$ cat src/rtl/ysyx_23060111_mc_ctrl.sv
// Multi-cycle core sequencer: owns PC and latched instruction, walks fetch/exec/mem/wb.
// Optional macro YSYX_23060111_PERF_CNT_EN adds perf_cycle / perf_instret counters.
module ysyx_23060111_mc_ctrl #(
    parameter int               XLEN     = 32,
    parameter logic [XLEN-1:0]  RESET_PC = 32'h8000_0000,
    parameter int               TO_W     = 8
) (
    input  logic             clk,
    input  logic             rst,
    output logic [XLEN-1:0]  pc,
    output logic [31:0]      inst,
    output logic             if_req_valid,
    input  logic             if_req_ready,
    input  logic             if_rsp_valid,
    input  logic [31:0]      if_rsp_data,
    input  logic             dec_inv,
    input  logic             dec_load,
    input  logic             dec_store,
    input  logic             dec_rd_wen,
    input  logic             dec_ebreak,
    input  logic [XLEN-1:0]  exu_dnpc,
    output logic             ls_req_valid,
    output logic             ls_req_wen,
    input  logic             ls_req_ready,
    input  logic             ls_rsp_valid,
    output logic             rf_wen,
    output logic             halt,
    output logic             trap,
    output logic [1:0]       trap_cause,
`ifdef YSYX_23060111_PERF_CNT_EN
    output logic [63:0]      perf_cycle,
    output logic [63:0]      perf_instret,
`endif
    output logic [2:0]       dbg_state
);

    // Handshake: a request transfers on the cycle where valid && ready are both high;
    // a response is taken on any cycle its valid is high while the matching REQ/WAIT
    // state is active, including the cycle the request itself is accepted.

    typedef enum logic [2:0] {
        S_FETCH_REQ  = 3'd0,
        S_FETCH_WAIT = 3'd1,
        S_EXEC       = 3'd2,
        S_LS_REQ     = 3'd3,
        S_LS_WAIT    = 3'd4,
        S_WB         = 3'd5,
        S_HALT       = 3'd6
    } state_t;

    localparam logic [TO_W-1:0] TO_MAX  = '1;
    localparam logic [TO_W-1:0] TO_LAST = TO_MAX - TO_W'(1);

    localparam logic [1:0] CAUSE_INV  = 2'b01;
    localparam logic [1:0] CAUSE_FTO  = 2'b10;
    localparam logic [1:0] CAUSE_LSTO = 2'b11;

    state_t            state, state_nxt;
    logic [XLEN-1:0]   pc_nxt;
    logic [31:0]       inst_nxt;
    logic [TO_W-1:0]   to_cnt, to_cnt_nxt, to_cnt_inc;
    logic              to_hit;
    logic              halt_nxt, trap_nxt;
    logic [1:0]        cause_nxt;

    // The counter reaching its last value without a response on this cycle is a timeout.
    assign to_hit     = (to_cnt >= TO_LAST);
    assign to_cnt_inc = (to_cnt == TO_MAX) ? to_cnt : to_cnt + TO_W'(1);

    always_ff @(posedge clk or negedge rst) begin
        if (!rst) begin
            state      <= S_FETCH_REQ;
            pc         <= RESET_PC;
            inst       <= '0;
            to_cnt     <= '0;
            halt       <= 1'b0;
            trap       <= 1'b0;
            trap_cause <= 2'b00;
        end else begin
            state      <= state_nxt;
            pc         <= pc_nxt;
            inst       <= inst_nxt;
            to_cnt     <= to_cnt_nxt;
            halt       <= halt_nxt;
            trap       <= trap_nxt;
            trap_cause <= cause_nxt;
        end
    end

    always_comb begin
        state_nxt  = state;
        pc_nxt     = pc;
        inst_nxt   = inst;
        to_cnt_nxt = to_cnt;
        halt_nxt   = halt;
        trap_nxt   = trap;
        cause_nxt  = trap_cause;
        unique case (state)
            S_FETCH_REQ: begin
                to_cnt_nxt = to_cnt_inc;
                if (if_req_ready) begin
                    if (if_rsp_valid) begin
                        inst_nxt  = if_rsp_data;
                        state_nxt = S_EXEC;
                    end else begin
                        state_nxt = S_FETCH_WAIT;
                    end
                end else if (to_hit) begin
                    trap_nxt  = 1'b1;
                    cause_nxt = CAUSE_FTO;
                    state_nxt = S_HALT;
                end
            end
            S_FETCH_WAIT: begin
                to_cnt_nxt = to_cnt_inc;
                if (if_rsp_valid) begin
                    inst_nxt  = if_rsp_data;
                    state_nxt = S_EXEC;
                end else if (to_hit) begin
                    trap_nxt  = 1'b1;
                    cause_nxt = CAUSE_FTO;
                    state_nxt = S_HALT;
                end
            end
            S_EXEC: begin
                if (dec_inv) begin
                    trap_nxt  = 1'b1;
                    cause_nxt = CAUSE_INV;
                    state_nxt = S_HALT;
                end else if (dec_ebreak) begin
                    halt_nxt  = 1'b1;
                    state_nxt = S_HALT;
                end else if (dec_load || dec_store) begin
                    to_cnt_nxt = '0;
                    state_nxt  = S_LS_REQ;
                end else begin
                    state_nxt = S_WB;
                end
            end
            S_LS_REQ: begin
                to_cnt_nxt = to_cnt_inc;
                if (ls_req_ready) begin
                    state_nxt = ls_rsp_valid ? S_WB : S_LS_WAIT;
                end else if (to_hit) begin
                    trap_nxt  = 1'b1;
                    cause_nxt = CAUSE_LSTO;
                    state_nxt = S_HALT;
                end
            end
            S_LS_WAIT: begin
                to_cnt_nxt = to_cnt_inc;
                if (ls_rsp_valid) begin
                    state_nxt = S_WB;
                end else if (to_hit) begin
                    trap_nxt  = 1'b1;
                    cause_nxt = CAUSE_LSTO;
                    state_nxt = S_HALT;
                end
            end
            S_WB: begin
                pc_nxt     = exu_dnpc;
                to_cnt_nxt = '0;
                state_nxt  = S_FETCH_REQ;
            end
            S_HALT: begin
                state_nxt = S_HALT;
            end
            default: begin
                state_nxt = S_HALT;
            end
        endcase
    end

    // Reset parks the FSM in FETCH_REQ, but no request may be visible while reset is held.
    assign if_req_valid = rst && (state == S_FETCH_REQ);
    assign ls_req_valid = (state == S_LS_REQ);
    assign ls_req_wen   = ls_req_valid && dec_store;
    assign rf_wen       = (state == S_WB) && dec_rd_wen && !dec_store;
    assign dbg_state    = state;

`ifdef YSYX_23060111_PERF_CNT_EN
    always_ff @(posedge clk or negedge rst) begin
        if (!rst) begin
            perf_cycle   <= '0;
            perf_instret <= '0;
        end else begin
            if (state != S_HALT) begin
                perf_cycle <= perf_cycle + 64'd1;
            end
            if ((state == S_WB) || (state == S_EXEC && dec_ebreak && !dec_inv)) begin
                perf_instret <= perf_instret + 64'd1;
            end
        end
    end
`endif

endmodule

$ cat config.mk
export PLATFORM = sky130hd
export DESIGN_NAME = ysyx_23060111_mc_ctrl
export DESIGN_NICKNAME = d
export VERILOG_FILES = /design/src/rtl/ysyx_23060111_mc_ctrl.sv
export SDC_FILE = /design/constraint.sdc
export NUM_CORES = 1
export LEC_CHECK = 0
export ABC_AREA = 1
export ABC_CLOCK_PERIOD_IN_PS = 1780
export BUFFER_PORTS_ARGS = -buffer_cell sky130_fd_sc_hd__buf_2
export CAP_MARGIN = 30
export CORE_ASPECT_RATIO = 1.25
export CORE_MARGIN = 5
export CORE_UTILIZATION = 40
export CTS_BUF_LIST = sky130_fd_sc_hd__clkbuf_8
export CTS_CLUSTER_SIZE = 30
export DETAILED_ROUTE_END_ITERATION = 8
export GPL_TIMING_DRIVEN = 0
export MAX_ROUTING_LAYER = met4
export PLACE_DENSITY = 0.71
export SYNTH_ARGS = -nofsm -noshare
export SYNTH_HDL_FRONTEND = slang
export SYNTH_SLANG_ARGS = --single-unit
$ cat constraint.sdc
create_clock -name clk -period 1.78 [get_ports clk]
set_input_delay 0.089 -clock clk [delete_from_list [all_inputs] [get_ports clk]]
set_output_delay 0.089 -clock clk [all_outputs]
set_load 0.05 [all_outputs]
==> reports/metrics.cfg, run 1 <==
[min_path]
hp-class = input pin to async pin

[floorplanning]
die_area_um2 = 11300
die_w_um = 96.2
rows = 39
die_h_um = 118
top_level_ports = 150
start_util_pct = 40.7
core_um2 = 9130

[placement]
place_area_um2 = 4640
portBuffers = 148
hpwl_mm = 6.91
gp_congestion = 0.861
dpl.cell_count = 632

[global_routing]
grt_pass1_wl_mm = 16.4
grt-ovfl-total = 0
antenna_found_initial = 0
grtUsageTotal_pct = 19.0
grt_pass1_vias = 3445
grt_max_degree = 61

[critical_path]
r2r_slack_ns = 0.29
r2r_start = dbg_state[1]$_DFF_PN0_
crit_required_ns = 1.69
critPathLaunchType = flip-flop
crit_path_max_fanout = 10
path_class = flip-flop to output port
end_kind = output port
r2r-end = pc[23]$_DFFE_PN0N_
cp.arrival_ns = 1.55
r2r_cells = 6

[timing]
maxSlewViolCount = 0
setup_viol = 0
hold_violations = 59
hold_ws_ns = -0.281
tns_ns = 0
min_period_ns = 1.64
slew_headroom_pct = 40.8
rsz0062_at_grt = false
worst_pin_slew_ns = 0.884
fmax_mhz = 609
skew_ns = 0.0113
post-route-period-util_pct = 92.2

[detailed_routing]
vias = 3367
totalWireLength_mm = 10.1
dr.pass1.iters = 4
detail_route.wl_per_cell_um = 14.2
drc_errors = 0
ant_nets = 0
drt_iter0_markers = 87
viasPerCell = 4.72

[layout]
area_growth_pct = 48.1
design_area_um2 = 5500
antenna_cells = 0
fin_cells = 713
fin_nets = 663
fillers = 747
drive_gt1_share_pct = 41.4

[outcome]
run_status = complete, but fails checks
violations = hold timing

[yosys]
ys_types = 41
synth_seq_area_share_pct = 53.3
syn_avg_cell_area_um2 = 10.3
syn_nets = 437
ys_ff_latch = 79
syn_inst = 360
yosysWarnings = 0
syn_area_um2 = 3710

[cts]
cts_buffers = 9
clockBufferDepth = 2
tritoncts = built
cts_sinks = 79
htree_levels = 3
path_clk_slew_ns = 0.08
clock_latency_ns = 0.35
root_buffer = clkbuf_8

[run]
drv_cap = 0

[pwr]
power.leakage_nw = 2.85
p_per_area_nw_per_um2 = 687
vdd_drop_max_v = 0.000396

-- flip-flops by register name (all words and copies together), names as in the netlist --
name,count
pc,32
trap_cause,2
to_cnt,8
halt,1
dbg_state,3
trap,1
inst,32
-- through the flow --
step                setup slack, ns  utilization [%]  total power [mW]
CTS                        -0.00565             60.0              3.81
detailed placement            0.299             50.9              2.47
global route                 0.0439             60.3              3.96
finish                        0.138             60.3              3.78
global placement             -0.336             50.6              2.45
floorplan                    0.0994                -              2.26
-- routing by layer --
layer | vias up | global-route usage, % | routed length, µm
met5 | - | - | 0
met4 | 0 | 6.14 | 176
met3 | 16 | 4.16 | 671
met2 | 118 | 32.8 | 5440
met1 | 1596 | 21.5 | 3850
li1 | 1637 | - | -
-- cells in the mapped netlist --
cell type | instances | area (µm²)
inv_6 | 2 | 17.5
o21ai_0 | 8 | 40.0
dfrtp_1 | 78 | 1950
nor2_2 | 2 | 12.5
nor3_1 | 1 | 5.00
xnor2_1 | 3 | 26.3
nand2_2 | 6 | 37.5
nand2_1 | 104 | 390
nor2_4 | 4 | 45.0
inv_2 | 1 | 3.75
a21oi_1 | 1 | 5.00
o21ai_1 | 2 | 10.0
nand4_4 | 1 | 21.3
inv_1 | 14 | 52.6
o22ai_1 | 1 | 6.26
nor2_8 | 1 | 20.0
buf_2 | 2 | 10.0
buf_4 | 3 | 22.5
a31oi_1 | 1 | 6.26
buf_12 | 1 | 20.0
nand3_4 | 2 | 35.0
nand2_8 | 2 | 40.0
a31o_2 | 1 | 8.76
nand3_1 | 47 | 235
buf_6 | 10 | 113
mux2_2 | 29 | 327
a21oi_2 | 1 | 8.76
ha_1 | 2 | 25.0
nand3b_1 | 1 | 7.51
o21bai_1 | 1 | 7.51
and3_1 | 1 | 6.26
o21ai_2 | 1 | 8.76
nand3_2 | 3 | 30.0
nand2_4 | 1 | 11.3
nand4_1 | 1 | 6.26
o211ai_1 | 1 | 7.51
dfstp_2 | 1 | 26.3
mux2_1 | 3 | 33.8
clkbuf_1 | 1 | 3.75
o21ai_4 | 1 | 16.3
nor2_1 | 14 | 52.6
-- timing repair --
action,4_1_cts,5_1_grt
setup buffers,0,1
hold endpoints to repair,143,20
setup endpoints to repair,2,3
gates resized for setup,2,3
pin swaps,0,1
hold buffers,64,1
-- power by group --
| group | internal, mW | switching [mW] |
|---|---|---|
| Clock | 0.580 | 0.647 |
| Combinational | 0.263 | 0.381 |
| Sequential | 1.86 | 0.0436 |
-- kinds of logic after synthesis --
group / count (synthesis) / share of synthesized area, %
fa+ha+maj: 2 / 0.674
simple gates: 191 / 25.7
mux: 32 / 9.70
compound gates: 19 / 3.37
xor+xnor: 3 / 0.708
flops: 79 / 53.3
buf+inv: 34 / 6.54
-- area by class of cell --
cell class	count	area [µm²]	area share, %
buffer	17	169	3.07
clock buffer	11	151	2.75
clock inverter	4	30.0	0.546
inverter	17	73.8	1.34
multi-input combinational	247	1500	27.3
sequential	79	1980	36.0
tap	123	154	2.80
timing repair buffer	215	1440	26.2
-- cell usage in the layout, fill, tap and decap left out, types with 2 or more instances in the layout --
cell           instances
ha_1                   2
inv_6                  3
xnor2_1                3
o21ai_1                2
mux2_1                 3
buf_4                  6
nand2_8                2
nand2_2                6
o21ai_0                8
nand3_2                4
nand3_4                2
mux2_2                29
dlygate4sd3_1         65
buf_6                 11
nand2_1              104
inv_1                 14
nor2_4                 4
nand3_1               46
buf_2                146
dfrtp_1               77
clkbuf_8              11
nor2_1                12
nor2_2                 4
-- how the worst max path moves through the flow --
stage,startpoint,end,slack [ns],cells past startpoint
final,dbg_state[1]$_DFF_PN0_,rf_wen,0.14,6
after global routing,dbg_state[2]$_DFF_PN0_,ls_req_wen,0.04,6
after CTS,dbg_state[1]$_DFF_PN0_,rf_wen,-0.006,6
after detailed placement,dbg_state[0]$_DFF_PN0_,trap_cause[0]$_DFFE_PN0P_,0.30,9
after global placement,rst,if_req_valid,-0.34,3
after floorplan,dbg_state[0]$_DFF_PN0_,dbg_state[2]$_DFF_PN0_,0.1,5
-- worst max-delay path: stages, from the launching register on --
cell and delay, ns:
dfrtp_1 0.39, buf_6 0.15, inv_2 0.13, nand3_4 0.10
buf_6 0.15, nor2_2 0.11, buf_6 0.17
Power figures use the tool's default switching activity.
==> run 2, diff against run 1 <==
--- a/config.mk
+++ b/config.mk
@@ -5,19 +5,18 @@
 export SDC_FILE = /design/constraint.sdc
 export NUM_CORES = 1
 export LEC_CHECK = 0
-export ABC_AREA = 1
 export ABC_CLOCK_PERIOD_IN_PS = 1780
 export BUFFER_PORTS_ARGS = -buffer_cell sky130_fd_sc_hd__buf_2
 export CAP_MARGIN = 30
 export CORE_ASPECT_RATIO = 1.25
 export CORE_MARGIN = 5
-export CORE_UTILIZATION = 40
+export CORE_UTILIZATION = 29
 export CTS_BUF_LIST = sky130_fd_sc_hd__clkbuf_8
 export CTS_CLUSTER_SIZE = 30
 export DETAILED_ROUTE_END_ITERATION = 8
 export GPL_TIMING_DRIVEN = 0
 export MAX_ROUTING_LAYER = met4
-export PLACE_DENSITY = 0.71
+export PLACE_DENSITY = 0.56
 export SYNTH_ARGS = -nofsm -noshare
 export SYNTH_HDL_FRONTEND = slang
 export SYNTH_SLANG_ARGS = --single-unit
==> reports/metrics.cfg, run 2 <==
[outcome]
run_status = finished clean

[critical_path]
cp.arrival_ns = 2.02
crit_path_max_fanout = 10
r2r_start = dbg_state[0]$_DFF_PN0_
critPathLaunchType = flip-flop
path_class = flip-flop to flip-flop
crit_required_ns = 2.06
cp-startpoint = dbg_state[0]$_DFF_PN0_
end_kind = flip-flop

[cts]
htree_levels = 3
root_buffer = clkbuf_8
clock_latency_ns = 0.34
tritoncts = built
cts_sinks = 79
cts_buffers = 9
path_clk_slew_ns = 0.08
clockBufferDepth = 2

[timing]
fmax_mhz = 576
rsz0062_at_grt = true
post-route-period-util_pct = 97.5
min_period_ns = 1.74
setup_viol = 0
slew_headroom_pct = 73.3
tns_ns = 0
maxSlewViolCount = 0
skew_ns = 0.00789
worst_slack_ns = 0.0444
hold_ws_ns = 0.0206
hold_violations = 0
worst_pin_slew_ns = 0.397

[yosys]
synth_ff_type = dfrtp_1
synth_seq_area_share_pct = 58.2
yosysWarnings = 0
ys_top_cells_by_count = dfrtp_1 (78), mux2_1 (62), nand2_1 (12), nor2_1 (12)
syn_inst = 256
async_flop_share_pct = 100
yosys.area_share.adder_pct = 0.737
synth_compound_area_share_pct = 7.44
synth_top_family_by_area = multiplexers
synth_edf_count = 0
ys_ff_latch = 79
synth_most_common_cell = dfrtp_1
syn_area_um2 = 3400
ys_types = 48
synthSimpleGateAreaFrac_pct = 8.73
syn_avg_cell_area_um2 = 13.3
synth-xor-area-share_pct = 0.773
synth.area.top_cells = dfrtp_1 (57%), mux2_1 (21%), nand2_1 (1.3%)
syn_nets = 333
synth_top_area_share_pct = 57.5
synthMuxAreaShare_pct = 21.5
yosys.area.top_type = dfrtp_1

[floorplanning]
die_area_um2 = 14000
core_um2 = 11600
start_util_pct = 29.4
die_w_um = 107
die_h_um = 131
rows = 44
top_level_ports = 150

[placement]
hpwl_mm = 6.56
portBuffers = 149
dpl.cell_count = 544
post-place-ws_ns = -0.0719
gp_congestion = 0.746

[global_routing]
grt-ovfl-total = 0
antenna_found_initial = 0
grt_max_degree = 44
grt_pass1_vias = 3144
grt_pass1_wl_mm = 15.3
grtUsageTotal_pct = 14.2

[layout]
fin_nets = 580
area_growth_pct = 62.4
reg_top3 = inst (32), pc (32), to_cnt (8)
final_common_cell = buf_2
regArea_um2 = 1980
fillers = 1073
multi_input_area_um2 = 1410
antenna_cells = 0
final_cell_mix = buf_2 (148), dfrtp_1 (73), dlygate4sd3_1 (65), mux2_1 (62), buf_4 (23)
drive_gt1_share_pct = 43.1
fin_cells = 646

[pwr]
vdd_drop_max_v = 0.00106
internal-power_mw = 5.05
power.leakage_nw = 2.62
power_frac_clock_pct = 11.1
p_per_area_nw_per_um2 = 1900
pwr-share-seq_pct = 29.7
combPwrFrac_pct = 59.3
switching_power_mw = 5.45
p_sw_share_pct = 51.9
totalPowerFinal_mw = 10.5

[min_path]
hp-class = input pin to flip-flop
hold_start = dec_ebreak

[detailed_routing]
drt_iter0_markers = 184
drc_errors = 0
detail_route.wl_per_cell_um = 14.9
ant_nets = 0
viasPerCell = 4.65
totalWireLength_mm = 9.61
vias = 3007
dr.pass1.iters = 4

[run]
drv_cap = 0

-- run 2: worst paths after layout --
check,to,slack (ns),cells past startpoint
min in group asynchronous,pc[3]$_DFFE_PN0N_,0.28,3
hold reg to reg,halt$_DFFE_PN0P_,0.47,1
max in group asynchronous,pc[31]$_DFFE_PN1N_,1.20,3
setup / recovery,to_cnt[3]$_DFFE_PN0P_,0.04,7
hold / removal,halt$_DFFE_PN0P_,0.02,2
setup reg to reg,to_cnt[3]$_DFFE_PN0P_,0.04,7
-- run 2: stage by stage --
| step | area [µm²] | util [%] |
|---|---|---|
| finish | 5520 | 47.7 |
| global route | 5520 | 47.7 |
| CTS | 5360 | 46.4 |
| detailed placement | 4410 | 38.1 |
| global placement | 4380 | 37.9 |
| floorplan | 3460 | - |
-- run 2: timing repair --
action / 4_1_cts / 5_1_grt
resized for setup: 20 / 10
hold buffers: 66 / 0
endpoints found under the setup margin: 40 / 35
pin swaps: 3 / 5
endpoints found under the hold margin: 101 / 0
buffers inserted: 5 / 14
cloned: 0 / 1
-- run 2: metal layers --
metal	part of all wire (%)	track usage [%]	vias to the layer above
met5	0	-	-
met1	39	15.9	1481
met4	2.8	5.57	0
met2	54	24.9	84
met3	4.5	3.19	17
li1	-	-	1425
-- run 2: cells by family after synthesis --
| kind of cell | Yosys count |
|---|---|
| and+or+nand+nor | 54 |
| muxes | 65 |
| DFF | 79 |
| AOI/OAI and AO/OA | 36 |
| adders and majority gates | 2 |
| xor gates and xnor gates | 3 |
| buffers and inverters | 17 |
-- run 2: area by class of cell --
type                       instances  share of cell area (%)
sequential                        79                    36.0
timing repair buffer             236                    29.6
multi-input combinational        160                    25.6
tap                              138                    3.13
buffer                            12                    2.31
clock buffer                       9                    2.24
clock inverter                     7                   0.771
inverter                           5                   0.408
-- run 2: critical path, stage by stage, from the launching register on --
cell	delay (ns)
dfrtp_2	0.41
buf_6	0.14
nor3b_4	0.26
nand3b_4	0.10
o311a_1	0.13
buf_6	0.14
or4_1	0.40
nand2_1	0.08
-- run 2: power by group through the flow --
stage               Sequential (mW)  Combinational [mW]  Clock (mW)
floorplan                      5.98                1.50           0
global placement               3.10                5.72           0
detailed placement             3.14                5.76           0
CTS                            3.10                6.08        1.22
global route                   3.23                6.57        1.32
finish                         3.12                6.23        1.16
==> run 3, diff against run 2 <==
==> config.mk (replaced) <==
export PLATFORM = sky130hd
export DESIGN_NAME = ysyx_23060111_mc_ctrl
export DESIGN_NICKNAME = d
export VERILOG_FILES = /design/src/rtl/ysyx_23060111_mc_ctrl.sv
export SDC_FILE = /design/constraint.sdc
export NUM_CORES = 1
export LEC_CHECK = 0
export ABC_CLOCK_PERIOD_IN_PS = 2150
export BUFFER_PORTS_ARGS = -buffer_cell sky130_fd_sc_hd__buf_2
export CAP_MARGIN = 30
export CORE_ASPECT_RATIO = 1.25
export CORE_MARGIN = 5
export CORE_UTILIZATION = 29
export CTS_CLUSTER_SIZE = 30
export DETAILED_ROUTE_END_ITERATION = 8
export GPL_TIMING_DRIVEN = 0
export MAX_ROUTING_LAYER = met4
export PLACE_DENSITY = 0.54
export SYNTH_ARGS = -nofsm -noshare
export SYNTH_HDL_FRONTEND = slang
export SYNTH_SLANG_ARGS = --single-unit
==> constraint.sdc (replaced) <==
create_clock -name clk -period 2.15 [get_ports clk]
set_input_delay 0.1075 -clock clk [delete_from_list [all_inputs] [get_ports clk]]
set_output_delay 0.1075 -clock clk [all_outputs]
set_load 0.05 [all_outputs]
==> reports/metrics.cfg, run 3 (same netlist as run 2, synthesis figures left out) <==
[cts]
cts_sinks = 79
path_clk_slew_ns = 0.06
root_buffer = clkbuf_16
cts_buffers = 9
clock_latency_ns = 0.32
tritoncts = built
cts_setup_buffers = 0
clockBufferDepth = 2
htree_levels = 3

[detailed_routing]
totalWireLength_mm = 9.19
vias = 2870
ant_nets = 0
drt_iter0_markers = 65
viasPerCell = 4.71
drc_errors = 0
detail_route.wl_per_cell_um = 15.1
dr.pass1.iters = 4

[critical_path]
cpMostUsedCell = buf_4
r2r_start = dbg_state[1]$_DFF_PN0_
cp_top_family = buffers and inverters
cp.arrival_ns = 1.91
cp-startpoint = dbg_state[2]$_DFF_PN0_
crit_required_ns = 2.04
path_class = flip-flop to output port
end_kind = output port
crit_path_max_fanout = 10
crit_chain = buf_4 > nand3_2 > buf_4 > nor3b_4 > buf_4
critPathBufInv = 3
critPathLaunchType = flip-flop
r2r_cells = 4
r2r_slack_ns = 0.20
critPathSlowestCell = dfrtp_1
critPathMaxStageDelay_ns = 0.46
r2r-end = inst[3]$_DFFE_PN0P_

[min_path]
hold_start = if_rsp_data[12]
holdPathStages = 2
hp-class = input pin to flip-flop
hold_end = inst[12]$_DFFE_PN0P_

[placement]
place_area_um2 = 4360
post-place-ws_ns = -0.0730
dpl.cell_count = 544
portBuffers = 149
hpwl_mm = 6.79
gp_congestion = 0.760

[timing]
worst_slack_ns = 0.131
min_period_ns = 2.02
rsz0062_at_grt = false
setup_viol = 0
maxSlewViolCount = 0
slew_headroom_pct = 67.7
skew_ns = 0.00642
hold_violations = 0
fmax_mhz = 495
post-route-period-util_pct = 93.9
worst_pin_slew_ns = 0.482

[layout]
fin_nets = 543
area_growth_pct = 52.1
reg_top3 = inst (32), pc (32), to_cnt (8)
design_area_um2 = 5170
final_common_cell = buf_2
final_cell_mix = buf_2 (152), dfrtp_1 (78), mux2_1 (62), dlygate4sd3_1 (48), nand2_1 (12)
antenna_cells = 0
fin_cells = 609
drive_gt1_share_pct = 39.9

[global_routing]
grtUsageTotal_pct = 14.0
grt-ovfl-total = 0
antenna_found_initial = 0
grt_pass1_wl_mm = 15.2
grt_max_degree = 43
grt_pass1_vias = 3100

[floorplanning]
rows = 44
die_area_um2 = 14000
start_util_pct = 29.4
die_h_um = 131
top_level_ports = 150
die_w_um = 107
core_um2 = 11600

[run]
drv_cap = 0

[pwr]
power.leakage_nw = 2.44
p_per_area_nw_per_um2 = 1710
vdd_drop_max_v = 0.000916

[outcome]
run_status = finished clean

-- run 3: cell count changes in the layout (fill, tap and decap cells not counted), sizes merged --
| cell | before | now |
|---|---|---|
| bufinv | 0 | 1 |
| dlygate4sd3 | 65 | 48 |
| clkinvlp | 2 | 1 |
| buf | 179 | 160 |
| clkinv | 4 | 1 |
| clkbuf | 13 | 16 |
| inv | 6 | 5 |
-- run 3: timing repair --
action / in CTS / in global routing
resized for setup: 5 / 6
hold buffers: 49 / 0
endpoints found under the hold margin: 84 / 0
setup endpoints to repair: 9 / 30
-- run 3: final cells by class --
| cell class | count | area [µm²] |
|---|---|---|
| inverter | 5 | 18.8 |
| clock inverter | 3 | 46.3 |
| clock buffer | 13 | 240 |
| multi-input combinational | 160 | 1360 |
| timing repair buffer | 199 | 1270 |
| sequential | 79 | 1980 |
| fill | 1108 | 6390 |
| tap | 138 | 173 |
| buffer | 12 | 76.3 |
-- run 3: through the flow --
stage	utilization (%)	hold WS [ns]	TNS (ns)	total power [mW]
after floorplan	-	-0.188	-0.00455	6.15
after global placement	37.6	0.320	-0.238	7.25
after detailed placement	37.7	0.126	-0.253	7.35
after CTS	44.7	0.000726	0	8.95
after global routing	44.7	0.000294	0	9.35
final	44.7	0.00750	0	8.83
-- run 3: worst max-delay path by stage --
stage | depth (start not counted) | to
after floorplan | 4 | rf_wen
after global placement | 3 | if_req_valid
after detailed placement | 5 | rf_wen
final | 5 | rf_wen
after global routing | 4 | inst[9]$_DFFE_PN0P_
after CTS | 5 | rf_wen
-- run 3: power breakdown --
group          internal [mW]  switching, mW
registers               2.20          0.375
logic                   1.30           3.49
clock network          0.903          0.566
total                   4.40           4.43
-- run 3: worst reg2reg max path, stage by stage (launching register included) --
cell,delay [ns]
dfrtp_1,0.43
clkbuf_2,0.23
nor3_2,0.48
buf_2,0.35
mux2_1,0.35
-- run 3: metal layers --
metal / up-vias / global-route usage [%] / routed length [µm]
li1: 1349 / - / -
met1: 1413 / 15.9 / 3650
met2: 100 / 24.3 / 4810
met3: 8 / 3.69 / 609
met4: 0 / 4.44 / 119
met5: - / - / 0
